$ cat src/rtl/audio_minmax_win_ctrl_if.sv
`default_nettype none
// +------------------------------------------------------------------------+
// | Module   : audio_minmax_win_ctrl_if                                     |
// | Purpose  : Sample-RAM read port and window-result valid/ready port of  |
// |            the windowed min/max sequencer.                              |
// | Revision : 1.0  initial release                                         |
// +------------------------------------------------------------------------+
interface audio_minmax_win_ctrl_if #(
   parameter int DATA_W = 32,
   parameter int ADDR_W = 7
);
   logic              mem_rd_en;
   logic [ADDR_W-1:0] mem_addr;
   logic [DATA_W-1:0] mem_rd_data;
   logic              res_valid;
   logic              res_ready;
   logic [DATA_W-1:0] res_max;
   logic [DATA_W-1:0] res_min;
   logic [ADDR_W:0]   res_idx;

   // Sequencer side: drives reads and results
   modport master (
      output mem_rd_en, mem_addr, res_valid, res_max, res_min, res_idx,
      input  mem_rd_data, res_ready
   );

   // Environment side: RAM plus result consumer
   modport slave (
      input  mem_rd_en, mem_addr, res_valid, res_max, res_min, res_idx,
      output mem_rd_data, res_ready
   );
endinterface
`default_nettype wire

$ cat src/rtl/audio_minmax_win_ctrl.sv
`default_nettype none
// +------------------------------------------------------------------------+
// | Module   : audio_minmax_win_ctrl                                        |
// | Purpose  : Walks a sample RAM, splits the run into windows and reports |
// |            the signed max/min of every window over valid/ready.        |
// | Revision : 1.0  initial release                                         |
// +------------------------------------------------------------------------+
module audio_minmax_win_ctrl #(
   parameter int DATA_W = 32,
   parameter int ADDR_W = 7
) (
   input  wire logic              clk,
   input  wire logic              reset,
   input  wire logic              start_i,
   input  wire logic [ADDR_W-1:0] cfg_base_i,
   input  wire logic [ADDR_W:0]   cfg_len_i,
   input  wire logic [ADDR_W:0]   cfg_win_i,
   output      logic              busy_o,
   output      logic              d_o,
   output      logic              err_o,
   audio_minmax_win_ctrl_if.master bus
);

   localparam int CNT_W = ADDR_W + 1;

   localparam logic [2:0] ST_IDLE  = 3'd0;
   localparam logic [2:0] ST_FETCH = 3'd1;
   localparam logic [2:0] ST_LAST  = 3'd2;
   localparam logic [2:0] ST_EMIT  = 3'd3;
   localparam logic [2:0] ST_DONE  = 3'd4;

   logic [2:0]              state_q, state_d;
   logic [ADDR_W-1:0]       base_q;
   logic [CNT_W-1:0]        len_q, win_q;
   logic [CNT_W-1:0]        k_q;       // samples issued since run start
   logic [CNT_W-1:0]        wcnt_q;    // samples issued in current window
   logic [CNT_W-1:0]        idx_q;
   logic                    rd_q;      // a read was issued last cycle
   logic                    first_q;   // next returned sample opens a window
   logic                    err_q;
   logic signed [DATA_W-1:0] max_q, min_q;

   logic                    cfg_bad;
   logic [CNT_W-1:0]        k_inc, wcnt_inc;
   logic                    win_end;
   logic                    run_done;
   logic                    accept;
   logic signed [DATA_W-1:0] sample;

   assign cfg_bad  = (cfg_len_i == '0) || (cfg_win_i == '0) || (cfg_win_i > cfg_len_i);
   assign k_inc    = k_q + 1'b1;
   assign wcnt_inc = wcnt_q + 1'b1;
   // The address being issued now is the last of the window (full or short tail)
   assign win_end  = (wcnt_inc == win_q) || (k_inc == len_q);
   assign run_done = (k_q == len_q);
   assign accept   = (state_q == ST_IDLE) && start_i;
   assign sample   = bus.mem_rd_data;

   // State register
   always_ff @(posedge clk or posedge reset) begin
      if (reset) state_q <= ST_IDLE;
      else       state_q <= state_d;
   end

   // Next-state decode
   always_comb begin
      state_d = state_q;
      case (state_q)
         ST_IDLE:  if (start_i) state_d = cfg_bad ? ST_DONE : ST_FETCH;
         ST_FETCH: if (win_end) state_d = ST_LAST;
         ST_LAST:  state_d = ST_EMIT;
         ST_EMIT:  if (bus.res_ready) state_d = run_done ? ST_DONE : ST_FETCH;
         ST_DONE:  state_d = ST_IDLE;
         default:  state_d = ST_IDLE;
      endcase
   end

   // Outputs decoded from the current state
   always_comb begin
      bus.mem_rd_en = (state_q == ST_FETCH);
      bus.mem_addr  = (state_q == ST_FETCH) ? (base_q + k_q[ADDR_W-1:0]) : '0;
      bus.res_valid = (state_q == ST_EMIT);
      bus.res_max   = max_q;
      bus.res_min   = min_q;
      bus.res_idx   = idx_q;
      busy_o        = (state_q != ST_IDLE);
      d_o           = (state_q == ST_DONE);
      err_o         = (state_q == ST_DONE) && err_q;
   end

   // Config latch, sample counters and running signed max/min
   always_ff @(posedge clk or posedge reset) begin
      if (reset) begin
         base_q  <= '0;
         len_q   <= '0;
         win_q   <= '0;
         k_q     <= '0;
         wcnt_q  <= '0;
         idx_q   <= '0;
         rd_q    <= 1'b0;
         first_q <= 1'b0;
         err_q   <= 1'b0;
         max_q   <= '0;
         min_q   <= '0;
      end else begin
         rd_q <= (state_q == ST_FETCH);
         if (accept) begin
            base_q  <= cfg_base_i;
            len_q   <= cfg_len_i;
            win_q   <= cfg_win_i;
            err_q   <= cfg_bad;
            k_q     <= '0;
            wcnt_q  <= '0;
            idx_q   <= '0;
            first_q <= 1'b1;
         end
         if (state_q == ST_FETCH) begin
            k_q    <= k_inc;
            wcnt_q <= wcnt_inc;
         end
         // RAM data lands one cycle after its read strobe
         if (rd_q) begin
            if (first_q) begin
               max_q   <= sample;
               min_q   <= sample;
               first_q <= 1'b0;
            end else begin
               if (sample > max_q) max_q <= sample;
               if (sample < min_q) min_q <= sample;
            end
         end
         if ((state_q == ST_EMIT) && bus.res_ready && !run_done) begin
            idx_q   <= idx_q + 1'b1;
            wcnt_q  <= '0;
            first_q <= 1'b1;
         end
      end
   end

endmodule
`default_nettype wire

$ cat src/flat_wrapper.sv
// flat-port wrapper written by rule: the top's interface ports become plain ports
module audio_minmax_win_ctrl_flat 
#(
   parameter int DATA_W = 32,
   parameter int ADDR_W = 7
)
  (clk, reset, start_i, cfg_base_i, cfg_len_i, cfg_win_i, busy_o, d_o, err_o, bus_mem_rd_en, bus_mem_addr, bus_res_valid, bus_res_max, bus_res_min, bus_res_idx, bus_mem_rd_data, bus_res_ready);
  audio_minmax_win_ctrl_if #(.DATA_W(DATA_W), .ADDR_W(ADDR_W)) bus_i ();
  input  wire logic clk;
  input  wire logic reset;
  input  wire logic start_i;
  input  wire logic [ADDR_W-1:0] cfg_base_i;
  input  wire logic [ADDR_W:0] cfg_len_i;
  input  wire logic [ADDR_W:0] cfg_win_i;
  output      logic busy_o;
  output      logic d_o;
  output      logic err_o;
  output wire logic [$bits(bus_i.mem_rd_en)-1:0] bus_mem_rd_en;
  output wire logic [$bits(bus_i.mem_addr)-1:0] bus_mem_addr;
  output wire logic [$bits(bus_i.res_valid)-1:0] bus_res_valid;
  output wire logic [$bits(bus_i.res_max)-1:0] bus_res_max;
  output wire logic [$bits(bus_i.res_min)-1:0] bus_res_min;
  output wire logic [$bits(bus_i.res_idx)-1:0] bus_res_idx;
  input wire logic [$bits(bus_i.mem_rd_data)-1:0] bus_mem_rd_data;
  input wire logic [$bits(bus_i.res_ready)-1:0] bus_res_ready;
  assign bus_mem_rd_en = bus_i.mem_rd_en;
  assign bus_mem_addr = bus_i.mem_addr;
  assign bus_res_valid = bus_i.res_valid;
  assign bus_res_max = bus_i.res_max;
  assign bus_res_min = bus_i.res_min;
  assign bus_res_idx = bus_i.res_idx;
  assign bus_i.mem_rd_data = bus_mem_rd_data;
  assign bus_i.res_ready = bus_res_ready;
  audio_minmax_win_ctrl #(.DATA_W(DATA_W), .ADDR_W(ADDR_W)) u_core (.clk(clk), .reset(reset), .start_i(start_i), .cfg_base_i(cfg_base_i), .cfg_len_i(cfg_len_i), .cfg_win_i(cfg_win_i), .busy_o(busy_o), .d_o(d_o), .err_o(err_o), .bus(bus_i));
endmodule
$ cat config.mk
export PLATFORM = sky130hd
export DESIGN_NAME = audio_minmax_win_ctrl_flat
export DESIGN_NICKNAME = d
export VERILOG_FILES = /design/src/rtl/audio_minmax_win_ctrl_if.sv /design/src/rtl/audio_minmax_win_ctrl.sv /design/src/flat_wrapper.sv
export SDC_FILE = /design/constraint.sdc
export NUM_CORES = 1
export LEC_CHECK = 0
export BUFFER_PORTS_ARGS = -buffer_cell sky130_fd_sc_hd__clkbuf_2
export CORE_MARGIN = 2
export CORE_UTILIZATION = 56
export DETAILED_ROUTE_END_ITERATION = 10
export PLACE_DENSITY = 0.81
export SLEW_MARGIN = 15
export SYNTH_ARGS = -nofsm -noshare
export SYNTH_HDL_FRONTEND = slang
export SYNTH_SLANG_ARGS = --single-unit
$ cat constraint.sdc
create_clock -name clk -period 4.04 [get_ports clk]
set_input_delay 0.404 -clock clk [delete_from_list [all_inputs] [get_ports clk]]
set_output_delay 0.404 -clock clk [all_outputs]
set_load 0.02 [all_outputs]
After elaboration in Yosys (flattened, before gate mapping)
Cells that the tools add are included.
{"block": "totals", "inputBits": 59, "wordCells": 69, "output_inout_bits": 84, "regBits": 117}
{"block": "classes", "eq_ne": 10, "mux": 20, "n_lt_le_gt_ge": 3, "add_sub_neg": 4, "n_reduce_logical": 20}
{"operator": "32-bit 2-to-1 mux", "n": 4}
{"operator": "8-bit 2-to-1 mux", "n": 5}
{"operator": "32-bit greater-than comparator", "n": 1}
{"operator": "32-bit less-than comparator", "n": 1}
{"operator": "8-bit by 1-bit adder with 8-bit output, second input constant", "n": 3}
{"operator": "8-bit equality test", "n": 3}
{"operator": "8-bit logical NOT", "n": 2}
{"operator": "3-bit 2-to-1 mux", "n": 5}
{"operator": "3-bit case mux with 4 select lines", "n": 1}
{"operator": "8-bit greater-than comparator", "n": 1}
{"operator": "2-bit nonzero test", "n": 4}
{"operator": "7-bit adder", "n": 1}
{"operator": "7-bit 2-to-1 mux", "n": 1}
{"operator": "3-bit by 2-bit equality test with 1-bit output, second input constant", "n": 2}
{"operator": "3-bit nonzero test", "n": 2}
{"operator": "1-bit logical AND", "n": 4}
{"operator": "1-bit 2-to-1 mux", "n": 4}
{"operator": "2-bit by 1-bit != test with 1-bit output, second input constant", "n": 2}
{"operator": "2-bit AND reduction", "n": 2}
{"operator": "3-bit by 1-bit equality test with 1-bit output, second input constant", "n": 1}
{"operator": "3-bit equality test, second input constant", "n": 1}
{"operator": "3-bit logical NOT", "n": 1}
{"operator": "1-bit logical OR", "n": 3}
{"operator": "3-bit AND reduction", "n": 1}
{"operator": "other kinds (2)", "n": 2}

Depth between registers and ports, before layout
Gate-level depths: netlist of run 1.
{"block": "depth", "word_depth": 6, "mapped_depth": 9, "ltp_nobuf": 8}

Worst setup path before layout of run 1
Ideal clock, no wire load.
{"block": "synth_timing", "path_type": "reg-to-reg", "from": "register u_core.min_q[31] (netlist: u_core.bus.res_min[31])", "to": "register u_core.min_q[0] (netlist: u_core.bus.res_min[0])", "setup_slack_ps": 1519, "setup_time_ps": 125, "required_time_ps": 3915, "path_stages_with_launch": 10, "n_path_buf": 1, "synth_period_minus_slack_ps": 2521, "arrival_time_ps": 2396, "cell_sequence": "dfrtp_1 -> inv_1 -> ha_1 -> nand4_2 -> or4_4 -> o21ai_1 -> o31ai_2 -> o311ai_4 -> buf_6 -> mux2_4"}
{"block": "synth_between", "elab_chain_cells": 3}
{"item": "from (decl)", "line_no": "audio_minmax_win_ctrl.sv:41", "source": "logic signed [DATA_W-1:0] max_q, min_q;"}
{"item": "from (signal assigned)", "line_no": "audio_minmax_win_ctrl.sv:125", "source": "min_q <= sample;"}
{"item": "from (signal assigned)", "line_no": "audio_minmax_win_ctrl.sv:129", "source": "if (sample < min_q) min_q <= sample;"}
{"item": "32-bit less-than comparator", "line_no": "audio_minmax_win_ctrl.sv:129"}
{"item": "2-bit nonzero test (no line)"}
{"item": "2-bit AND reduction (no line)"}
Every way passes these cells.
A chain may end at the register's enable or synchronous reset.

Final worst setup path of run 1
{"block": "layout_timing", "from": "register u_core.max_q[7] (netlist: u_core.bus.res_max[7])", "to": "register u_core.max_q[20] (netlist: u_core.bus.res_max[20])"}
{"block": "layout_between", "elab_chain_cells": 3}
{"item": "from (decl)", "line_no": "audio_minmax_win_ctrl.sv:41"}
{"item": "from (signal assigned)", "line_no": "audio_minmax_win_ctrl.sv:124", "source": "max_q <= sample;"}
{"item": "from (signal assigned)", "line_no": "audio_minmax_win_ctrl.sv:128", "source": "if (sample > max_q) max_q <= sample;"}
{"item": "32-bit greater-than comparator", "line_no": "audio_minmax_win_ctrl.sv:128"}
{"item": "2-bit nonzero test (no line)"}
{"item": "2-bit AND reduction (no line)"}
Every way passes these cells.

==> results of run 1 <==
-- kinds of logic (layout without fill, tap and decap cells) --
family	count (synthesis)	in the layout	synth area share, %
AO/OA/AOI/OAI	130	130	11.3
XOR/XNOR	34	34	4.03
adder cells (fa/ha/maj)	81	81	13.8
buffers and inverters	102	257	5.88
flip-flops	117	117	39.6
multiplexers	65	65	11.4
AND/OR/NAND/NOR	213	213	13.9
-- state kept, by name, summed over array words and instances, names as in the netlist --
name	flops
u_core.bus.res_max	32
u_core.bus.res_min	32
u_core.bus.res_idx	8
u_core.k_q	8
u_core.len_q	8
u_core.wcnt_q	8
u_core.win_q	8
u_core.base_q	7
u_core.state_q	3
u_core.err_q	1
u_core.first_q	1
u_core.rd_q	1
-- power by group --
group | switching (W) | internal [W]
logic | 0.00212 | 0.00174
registers | 0.000487 | 0.00170
clock network | 0.000487 | 0.000915
-- through the flow --
step	hold slack, ns	setup WS, ns	instances	utilization [%]	area [um2]
floorplan	0.438	0.535	742	-	7380
global placement	0.457	0.886	1039	64.8	8240
detailed placement	0.470	0.789	1039	64.8	8240
CTS	0.129	0.879	1069	69.1	8790
global route	0.178	0.711	1069	69.1	8790
finish	0.0975	0.875	1069	69.1	8790
-- layer usage --
layer	wire (um)	GRT usage [%]	up-vias	share of wire, %
li1	-	-	2879	-
met1	7320	31.0	2830	44
met2	8040	41.6	163	49
met3	669	4.89	38	4.1
met4	461	11.5	0	2.8
met5	0	0	-	0
-- area by class of cell --
cell class | instances | area [um2]
Inverter | 79 | 299
Fill cell | 1013 | 3930
Clock inverter | 4 | 45.0
Multi-Input combinational cell | 523 | 4030
Timing Repair Buffer | 148 | 768
Tap cell | 172 | 215
Clock buffer | 26 | 509
Sequential cell | 117 | 2930
-- Yosys cell counts, types with 2 or more instances --
master / instances / area (um2)
sky130_fd_sc_hd__clkbuf_1: 13 / 48.8
sky130_fd_sc_hd__nand4_1: 21 / 131
sky130_fd_sc_hd__nor2b_1: 5 / 31.3
sky130_fd_sc_hd__buf_2: 2 / 10.0
sky130_fd_sc_hd__o21bai_1: 3 / 22.5
sky130_fd_sc_hd__buf_6: 5 / 56.3
sky130_fd_sc_hd__o21ai_1: 3 / 15.0
sky130_fd_sc_hd__nor2_1: 27 / 101
sky130_fd_sc_hd__buf_4: 3 / 22.5
sky130_fd_sc_hd__o211ai_1: 3 / 22.5
sky130_fd_sc_hd__a221o_1: 2 / 20.0
sky130_fd_sc_hd__mux2_2: 34 / 383
sky130_fd_sc_hd__nand3_1: 17 / 85.1
sky130_fd_sc_hd__nand2_1: 100 / 375
sky130_fd_sc_hd__dfrtp_1: 117 / 2930
sky130_fd_sc_hd__nor3_1: 6 / 30.0
sky130_fd_sc_hd__xnor2_1: 24 / 210
sky130_fd_sc_hd__o21a_1: 4 / 30.0
sky130_fd_sc_hd__inv_1: 79 / 297
sky130_fd_sc_hd__nor4_1: 7 / 43.8
sky130_fd_sc_hd__a21oi_1: 34 / 170
sky130_fd_sc_hd__nand2b_1: 4 / 25.0
sky130_fd_sc_hd__mux2_4: 30 / 450
sky130_fd_sc_hd__xor2_1: 10 / 87.6
sky130_fd_sc_hd__a21o_1: 7 / 52.6
sky130_fd_sc_hd__and3_1: 6 / 37.5
sky130_fd_sc_hd__o21ai_0: 51 / 255
sky130_fd_sc_hd__or2_2: 2 / 12.5
sky130_fd_sc_hd__and2_1: 8 / 50.1
sky130_fd_sc_hd__ha_1: 80 / 1000
-- final timing paths --
kind,start,end,cells after the start
setup / recovery,u_core.bus.res_max[7],u_core.bus.res_max[20],8
hold / removal,reset,u_core.bus.res_max[30],2
setup reg to reg,u_core.bus.res_max[7],u_core.bus.res_max[20],8
hold reg to reg,u_core.err_q,u_core.err_q,2
max in group asynchronous,reset,u_core.wcnt_q[4],3
min in group clk,cfg_base_i[4],u_core.base_q[4],3
==> impl_summary.md, run 1 <==
Drt
The length of the first detailed-routing pass in iterations is 5. The count of routing violations after the opening detailed-route iteration is 335. The number of DRC violations after detailed routing is 0.

In this run the remaining antenna-violating nets after routing total 0. In the routed layout, each cell is associated on average with a via count of 5.53. The final routed wire length divided by cell count is 15.4 um.

Wires add up to 16500 um. Summing over every cut layer, the via total after detailed routing is 5910.

Clock network
Clock-pin slew was measured on the worst setup and hold paths at 0.05 ns. Clock tree synthesis inserted a total of 17 buffers. The clock sink count is 117.

The clock tree buffer depth is 2. The quantity of gates resized following cts is 0. The clock latency of the later-clocked register in the worst-skew pair is 0.41 ns.

The TritonCTS clock tree is yes. The number of hold buffers added after CTS was 0. The CTS root buffer is sky130_fd_sc_hd__clkbuf_16.

The H-tree generated during clock tree synthesis spans 4 levels. Once the clock tree was built, the setup fixing pass inserted 0 buffers.

Global route
Entering global routing, the biggest net connects 59 pins. The total global routing track utilization is 24.8%. The initial antenna violation count is 0. The wire length of the first global-routing pass is 28000 um. Summed over all layers, the global routing overflow is 0. The via count of the first global-routing pass is 5882.

STA
The final number of max-transition violations is 0. The worst pin sits at a relative slew slack of 22.4%. For the final database, setup skew stands at 0.0122 ns. Setup repair after global routing left no endpoint under its margin. Based on the critical path, the design can be clocked at up to 0.316 GHz. Setup violations remaining at the end of the flow were counted as 0. In the finished design, the share of the clock period the worst path needs comes to 78.3%. The minimum clock period after layout is 3.17 ns. The pin slew with the least headroom to its limit is 1.16 ns. The final total negative setup slack is 0 ns. The final-report hold violation count is 0.

Critical path
Together, buffers and inverters on the worst path number 1. On the critical path, the stage with the largest delay is an instance of sky130_fd_sc_hd__o21ai_4. At the worst endpoint, the arrival time is 3.46 ns.

The data required time of the critical path is 4.33 ns. The reg2reg setup slack is 0.87 ns. The worst setup path is captured at a register. On the worst path, the slowest cell contributes a delay of 0.89 ns. Broken down by cell family, the worst path's largest delay share belongs to compound AO/OA/AOI/OAI gates.

The critical path goes through inv_1 -> ha_1 -> a21oi_1 -> o21ai_0 -> a221o_1 -> o31a_1 -> o21ai_4 -> mux2_2. The maximum fanout encountered on the critical timing path is 32. The critical path is of the reg2reg type. The kind of start point of the critical path is a register.

Placement
The weighted congestion at the end of routability-driven global placement is 0.814. Detailed placement ended at an HPWL of 12200 um. The number of input and output port buffers inserted is 142.

Flow run
Max-cap violations in this run came to 0.

Hold path
The min-delay analysis places its worst path in the category in2async.

Synthesis
Among all flip-flop cells after synthesis, the most frequent one is sky130_fd_sc_hd__dfrtp_1. Synthesis produced a netlist whose cell count is 742. Yosys printed 0 warnings. The count of flip-flops with a built-in enable after synthesis is 0. The async set-reset flop share out of synthesis is 100%. The share of synthesized area occupied by flip-flops and latches is 39.6%. A synthesized cell averages 9.95 um2. The netlist uses 65 different library cells. Synthesis inferred 117 register bits.

Counting every net in the synthesized netlist gives 882. Summing every instance area after synthesis gives 0.00738 mm2.

Die
The overall die width is 119 um. The die covers 0.0141 mm2. The total core area is 0.0127 mm2. In this run the vertical extent of the chip is 119 um. The initial cell density of the core is 58.0%.

Pin placement for this block handled 143 I/O pins. The floorplan has 41 rows.

Finish
The fraction of final layout cells sized beyond drive strength 1 is 28.2%. The final net count is 1026. The area added between synthesis and finish is 19.1%. The antenna diode count is 0. Leaving out fill and tap cells, the most frequent cell in the layout is sky130_fd_sc_hd__clkbuf_2. In the layout the commonest cells are sky130_fd_sc_hd__clkbuf_2, sky130_fd_sc_hd__dfrtp_1, sky130_fd_sc_hd__nand2_1.

Power and ir drop
The static power due to leakage is 4.55 nW. Dividing total power by cell area gives a power density of 847 mW/mm2. VDD sags by at most 0.479 mV. Summing internal, switching and leakage power gives 0.00745 W.

Status
The flow ran to the end, and the final reports show no timing, DRC or antenna violations.
(Power assumes the default switching activity.)
==> run 2, diff against run 1 <==
CORE_UTILIZATION = 51   (was 56)
PLACE_DENSITY = 0.77   (was 0.81)
clock period = 2.73 ns   (was 4.04 ns; I/O delays follow)
==> run 2 against run 1 <==
Register-to-register slack worse by 0.79 ns. Power up 58%. Final cell count is 2.5% higher. Worst hold slack worse by 0.077 ns. Flip-flop and latch count unchanged. Via count fell by 0.42%. Die area increased by 9.5%.
==> impl_summary.md, run 2 (synthesized netlist as in run 1, its figures left out) <==
Status
Result of the run: completed (unchanged).

Power and ir drop
The switching part of the total is 40.6% (was 41.5%). The static power due to leakage is 4.69 nW (was 4.55 nW). The net switching component of the power was 0.00478 W (was 0.00309 W). The worst vdd rail ir drop is 0.568 mV (was 0.479 mV).

The share of total power in the clock network came to 19.4% (was 18.8%). The cell internal power dissipation is 0.00698 W (was 0.00436 W). The combinational share of power was 52.9% (was 51.8%). The power density normalized to cell area was 1290 mW/mm2 (was 847 mW/mm2).

The sequential share of power is 27.7% (was 29.4%).

Placement
The number of input and output port buffers inserted is 142 (unchanged). The number of placed instances with taps included came to 1055 (was 1039). The half-perimeter wire length after detailed placement was 12500 um (was 12200 um).

The weighted congestion at the end of routability-driven global placement is 0.846 (was 0.814). The placement-stage cell area was 0.00836 mm2 (was 0.00824 mm2).

Finish
The most frequent standard cell in the layout excluding fill and tap cells is sky130_fd_sc_hd__clkbuf_2 (unchanged). The area added between synthesis and finish is 23.7% (was 19.1%). The fraction of final layout cells sized beyond drive strength 1 is 30.7% (was 28.2%). Leading cell types in the layout, fill and taps excluded: sky130_fd_sc_hd__clkbuf_2, sky130_fd_sc_hd__dfrtp_1, sky130_fd_sc_hd__nand2_1 (unchanged). The count of filler cells inserted in the layout came to 1109 (was 1013). The final net count is 1043 (was 1026). The cell area after layout came to 0.00914 mm2 (was 0.00879 mm2). The number of standard cells in the final layout excluding fillers came to 1096 (was 1069). The antenna diode count is 0 (unchanged).

STA
The worst hold-check slack was 0.0205 ns (was 0.0975 ns). RSZ-0062 raised after global routing: true (was false). The upper clock frequency limit is 0.378 GHz (was 0.316 GHz). The worst slew margin relative to its limit is 57.0% (was 22.4%).

The minimum clock period after layout was 2.64 ns (was 3.17 ns). The final cycle utilization of the critical path is 96.9% (was 78.3%). The number of endpoints failing setup at the final stage is 0 (unchanged). The final-report hold violation count is 0 (unchanged). The pin slew with the least headroom to its limit is 0.645 ns (was 1.16 ns).

The final number of max-transition violations was 0 (unchanged). The worst clock skew is 0.00696 ns (was 0.0122 ns).

Critical path
The launch point of the critical path is u_core.bus.res_min[31] (was u_core.bus.res_max[7]). The maximum fanout encountered on the critical timing path is 5 (was 32). The endpoint type of the worst setup path was a register (unchanged). The endpoint of the worst register-to-register path was u_core.bus.res_min[11] (was u_core.bus.res_max[20]).

The critical path's largest stage delay is 0.57 ns (was 0.89 ns). The data required time of the critical path is 3.03 ns (was 4.33 ns). The worst setup path category was reg2reg (unchanged). Series of cell instances along the critical path: inv_1 -> ha_4 -> nand4_4 -> or4_4 -> o21ai_1 -> o31ai_2 -> o311ai_4 -> buf_4 -> clkbuf_16 -> mux2_4 (was inv_1 -> ha_1 -> a21oi_1 -> o21ai_0 -> a221o_1 -> o31a_1 -> o21ai_4 -> mux2_2). The reg2reg setup slack is 0.09 ns (was 0.87 ns). The arrival time at the worst endpoint is 2.94 ns (was 3.46 ns).

The number of cell instances on the worst register-to-register path is 10 (was 8). The standard cell with the maximum stage delay on the critical path is sky130_fd_sc_hd__or4_4 (was sky130_fd_sc_hd__o21ai_4). The startpoint of the worst register-to-register path is u_core.bus.res_min[31] (was u_core.bus.res_max[7]). The kind of start point of the critical path is a register (unchanged). The capturing element of the worst setup path is u_core.bus.res_min[11] (was u_core.bus.res_max[20]).

Flow run
The max capacitance violation total is 0 (unchanged).

Drt
The number of DRC violations after detailed routing was 0 (unchanged). The length of the first detailed-routing pass in iterations is 4 (was 5). The count of vias placed by the detailed router is 5885 (was 5910). The count of routing violations after the opening detailed-route iteration is 397 (was 335).

The mean number of vias per cell was 5.37 (was 5.53). The total wire length was 17300 um (was 16500 um). The antenna violation net count after detailed routing is 0 (unchanged).

The final routed wire length divided by cell count is 15.7 um (was 15.4 um).

Clock network
The CTS root buffer is sky130_fd_sc_hd__clkbuf_16 (unchanged). The CTS clock-pin slew for the worst setup and hold paths was 0.05 ns (about the same). The TritonCTS clock tree is yes (unchanged).

The clock tree buffer depth was 2 (unchanged). The clock sink count was 117 (unchanged). The TritonCTS buffer count was 17 (unchanged). The number of hold buffers added after cts is 0 (unchanged). The clock latency of the later-clocked register in the worst-skew pair is 0.42 ns (was 0.41 ns). The number of H-tree levels is 4 (unchanged).

Global route
The pin count of the biggest net entering global routing was 118 (was 59). The residual overflow from global routing was 0 (unchanged). The via count of the first global-routing pass was 5719 (was 5882). The initial antenna violation count came to 0 (unchanged). The total global routing track utilization is 22.6% (was 24.8%). The wire length of the first global-routing pass is 28400 um (was 28000 um).

Die
The boundary pin count was 143 (unchanged). The initial cell density of the core is 52.8% (was 58.0%). The overall die width is 124 um (was 119 um). The total core area is 0.0140 mm2 (was 0.0127 mm2). The row count was 43 (was 41). The height of the die is 124 um (was 119 um). The floorplan die area is 0.0155 mm2 (was 0.0141 mm2).

Hold path
The path category of the worst min-delay check is in2async (unchanged).
run 2: final cells by class:
class | instances | area, um2 | share of cell area [%]
Inverter | 79 | 300 | 3.29
Timing Repair Buffer | 165 | 991 | 10.8
Multi-Input combinational cell | 523 | 4080 | 44.6
Clock buffer | 23 | 488 | 5.34
Sequential cell | 117 | 2930 | 32.1
Clock inverter | 9 | 124 | 1.36
Tap cell | 180 | 225 | 2.47
run 2: worst min path at each step:
stage | start | endpoint | slack (ns) | cells past startpoint
final | reset | u_core.bus.res_max[26] | 0.02 | 3
after floorplan | cfg_base_i[0] | u_core.base_q[0] | 0.38 | 2
after detailed placement | u_core.err_q | u_core.err_q | 0.46 | 2
after global placement | u_core.err_q | u_core.err_q | 0.46 | 2
after global routing | cfg_base_i[2] | u_core.base_q[2] | 0.05 | 3
after CTS | cfg_base_i[2] | u_core.base_q[2] | 0.03 | 3
run 2: worst max-delay path, delay by kind of cell, from the launching register on:
| family | cells | cell delay, ns |
|---|---|---|
| mux | 1 | 0.30 |
| compound gates | 3 | 0.39 |
| simple gates | 2 | 0.70 |
| buf+inv | 3 | 0.44 |
| fa+ha+maj | 1 | 0.30 |
| flops | 1 | 0.39 |
run 2: power groups by stage:
stage | clock network (W) | registers (W) | logic [W]
after global routing | 0.00242 | 0.00336 | 0.00680
after detailed placement | 0 | 0.00327 | 0.00584
final | 0.00228 | 0.00326 | 0.00622
after CTS | 0.00233 | 0.00325 | 0.00592
after floorplan | 0 | 0.00368 | 0.00372
after global placement | 0 | 0.00323 | 0.00569
run 2: layer usage:
metal	global-route usage, %	part of all wire, %	vias up
met5	0	0	-
met4	8.72	2.2	0
met3	5.28	4.4	31
met2	35.6	47	159
met1	30.4	47	2785
li1	-	-	2910
run 2: stage by stage:
| step | util (%) | setup WS [ns] | total power (W) | TNS, ns |
|---|---|---|---|---|
| 3_3_place_gp | 59.8 | 0.103 | 0.00893 | 0 |
| 6_report | 65.3 | 0.0851 | 0.0118 | 0 |
| 2_1_floorplan | - | 0.209 | 0.00739 | 0 |
| 4_1_cts | 64.3 | 0.0148 | 0.0115 | 0 |
| 5_1_grt | 65.3 | -0.0135 | 0.0126 | -0.0135 |
| 3_5_place_dp | 59.8 | 0.0749 | 0.00911 | 0 |
run 2: what timing repair did:
item	4_1_cts	5_1_grt
resized for setup	4	9
setup buffers	1	5
gates cloned	0	3
pin swaps	0	3
setup endpoints to repair	1	29
==> run 3, diff against run 2 <==
CORE_UTILIZATION = 33   (was 51)
PLACE_DENSITY = unset   (was 0.77)
==> run 3 against run 2 <==
Flip-flop and latch count stayed put. Sequential share of layout area is 0.68 points lower. Final cell count is 9.3% higher. Worst hold slack better by 0.037 ns. Die area is 53% higher. Sequential power hardly changed. Clock power is 8% lower. Critical endpoint is now u_core.bus.res_max[23].
==> impl_summary.md, run 3 (synthesized netlist as in run 1, its figures left out) <==
Critical path
The reg2reg setup slack is 0.08 ns (was 0.09 ns). The number of cell instances on the worst register-to-register path came to 10 (unchanged). The arrival time at the worst endpoint was 2.95 ns (was 2.94 ns). The standard cell with the maximum stage delay on the critical path is sky130_fd_sc_hd__dfrtp_1 (was sky130_fd_sc_hd__or4_4). The worst setup path category is reg2reg (unchanged). Series of cell instances along the critical path: inv_1 -> ha_1 -> a21oi_2 -> o21ai_0 -> a221o_1 -> o31a_1 -> o21ai_4 -> buf_12 -> clkbuf_16 -> mux2_2 (was inv_1 -> ha_4 -> nand4_4 -> or4_4 -> o21ai_1 -> o31ai_2 -> o311ai_4 -> buf_4 -> clkbuf_16 -> mux2_4). The endpoint of the worst register-to-register path is u_core.bus.res_max[23] (was u_core.bus.res_min[11]). The critical path's largest stage delay is 0.37 ns (was 0.57 ns). The endpoint type of the worst setup path is a register (unchanged).

The kind of start point of the critical path was a register (unchanged). The maximum fanout encountered on the critical timing path is 7 (was 5). The data required time of the critical path came to 3.03 ns (about the same). The startpoint of the worst register-to-register path is u_core.bus.res_max[5] (was u_core.bus.res_min[31]).

Finish
The final net count is 1046 (was 1043). The count of filler cells inserted in the layout is 2149 (was 1109). The most frequent standard cell in the layout excluding fill and tap cells is sky130_fd_sc_hd__clkbuf_2 (unchanged). The cell area after layout is 0.00933 mm2 (was 0.00914 mm2).

The number of standard cells in the final layout excluding fillers was 1198 (was 1096). The fraction of final layout cells sized beyond drive strength 1 is 31.3% (was 30.7%). The antenna diode count was 0 (unchanged).

The area added between synthesis and finish is 26.4% (was 23.7%). The end-of-flow core utilization is 42.6% (was 65.3%). Leading cell types in the layout, fill and taps excluded: sky130_fd_sc_hd__clkbuf_2, sky130_fd_sc_hd__dfrtp_1, sky130_fd_sc_hd__nand2_1 (unchanged).

Flow run
The max capacitance violation total is 0 (unchanged).

Clock network
The number of H-tree levels came to 4 (unchanged). The CTS root buffer is sky130_fd_sc_hd__clkbuf_16 (unchanged). The clock sink count was 117 (unchanged).

The TritonCTS buffer count is 17 (unchanged). The CTS clock-pin slew for the worst setup and hold paths is 0.05 ns (about the same). The clock latency of the later-clocked register in the worst-skew pair is 0.42 ns (about the same). The TritonCTS clock tree was yes (unchanged). The clock tree buffer depth is 2 (unchanged).

Die
The height of the die is 154 um (was 124 um). The total core area is 0.0219 mm2 (was 0.0140 mm2). The initial cell density of the core is 33.7% (was 52.8%). The overall die width was 154 um (was 124 um). The row count came to 54 (was 43). The floorplan die area came to 0.0236 mm2 (was 0.0155 mm2). The boundary pin count is 143 (unchanged).

Drt
The total wire length was 18400 um (was 17300 um). The antenna violation net count after detailed routing is 0 (unchanged). The length of the first detailed-routing pass in iterations is 4 (unchanged). The number of DRC violations after detailed routing is 0 (unchanged). The count of vias placed by the detailed router came to 5851 (was 5885). The final routed wire length divided by cell count came to 15.4 um (was 15.7 um). The count of routing violations after the opening detailed-route iteration is 291 (was 397).

The mean number of vias per cell is 4.88 (was 5.37).

STA
The worst clock skew is 0.00751 ns (was 0.00696 ns). RSZ-0062 raised after global routing: true (unchanged). The final number of max-transition violations is 0 (unchanged). The pin slew with the least headroom to its limit came to 0.652 ns (was 0.645 ns). The final cycle utilization of the critical path was 97.0% (was 96.9%). The upper clock frequency limit is 0.377 GHz (was 0.378 GHz). The minimum clock period after layout is 2.65 ns (was 2.64 ns). The worst slew margin relative to its limit is 56.5% (was 57.0%). The final-report hold violation count came to 0 (unchanged). The number of endpoints failing setup at the final stage is 0 (unchanged). The worst hold-check slack is 0.0570 ns (was 0.0205 ns).

Hold path
The worst min-delay path endpoint is u_core.base_q[0]. The worst hold path passes through 3 cells. The worst hold path begins at cfg_base_i[0]. The path category of the worst min-delay check is in2reg (was in2async).

Power and ir drop
The power density normalized to cell area is 1260 mW/mm2 (was 1290 mW/mm2). The worst vdd rail ir drop is 0.510 mV (was 0.568 mV). The static power due to leakage is 4.70 nW (was 4.69 nW).

Global route
The initial antenna violation count is 0 (unchanged). The wire length of the first global-routing pass is 29500 um (was 28400 um). The via count of the first global-routing pass was 5729 (was 5719). The residual overflow from global routing came to 0 (unchanged). The pin count of the biggest net entering global routing is 68 (was 118). The total global routing track utilization is 15.6% (was 22.6%).

Placement
The placement-stage cell area was 0.00847 mm2 (was 0.00836 mm2). The number of input and output port buffers inserted came to 142 (unchanged). The number of placed instances with taps included was 1154 (was 1055). The half-perimeter wire length after detailed placement is 13600 um (was 12500 um). The weighted congestion at the end of routability-driven global placement is 0.791 (was 0.846).

Status
Result of the run: completed (unchanged).
-- run 3: routing by layer --
layer  wire length (um)  share of wire (%)  global-route usage (%)
met5                  0                  0                       0
met1               8520                 46                    20.8
met2               8810                 48                    25.3
met3                787                4.3                    3.69
met4                331                1.8                    4.54
-- run 3: how the worst max path moves through the flow --
| stage | from | to | slack, ns | cells past startpoint |
|---|---|---|---|---|
| 3_5_place_dp | u_core.bus.res_min[15] | u_core.bus.res_min[29] | 0.06 | 10 |
| 2_1_floorplan | u_core.bus.res_min[31] | u_core.bus.res_min[0] | 0.21 | 9 |
| 4_1_cts | u_core.k_q[0] | bus_mem_addr[6] | 0.001 | 9 |
| 6_report | u_core.bus.res_max[5] | u_core.bus.res_max[23] | 0.08 | 10 |
| 5_1_grt | u_core.bus.res_max[5] | u_core.bus.res_max[9] | -0.03 | 10 |
| 3_3_place_gp | u_core.bus.res_min[15] | u_core.bus.res_min[29] | 0.06 | 10 |
-- run 3: worst max-delay path, delay by kind of cell, from the launching register on --
family                     cells  cell delay (ns)
AOI/OAI and AO/OA              5             1.16
DFF                            1             0.37
buffers and inverters          3             0.36
muxes                          1             0.33
adders and majority gates      1             0.30
-- run 3: timing repair --
action,4_1_cts,5_1_grt
buffers inserted,1,6
pin swaps,0,10
hold buffers,1,0
endpoints found under the hold margin,24,0
gates resized for setup,2,22
endpoints found under the setup margin,1,60
cloned,0,5
-- run 3: cell type report --
type                            instances  area (um2)  area share, %
Multi-Input combinational cell        523        4140           44.3
Sequential cell                       117        2930           31.4
Timing Repair Buffer                  168        1060           11.4
Clock buffer                           22         474           5.08
Tap cell                              280         350           3.75
Inverter                               79         300           3.22
Clock inverter                          9        78.8          0.845
-- run 3: report_power, final --
group	total (W)	switching (W)	internal [W]
registers	0.00324	0.000726	0.00252
logic	0.00642	0.00336	0.00306
clock network	0.00210	0.000793	0.00131
total	0.0118	0.00488	0.00688
-- run 3: per-stage QoR --
stage / setup WS (ns) / total power [W] / TNS [ns]
2_1_floorplan: 0.209 / 0.00739 / 0
3_3_place_gp: 0.0600 / 0.00901 / 0
6_report: 0.0806 / 0.0118 / 0
4_1_cts: 0.00127 / 0.0113 / 0
3_5_place_dp: 0.0566 / 0.00913 / 0
5_1_grt: -0.0295 / 0.0127 / -0.256
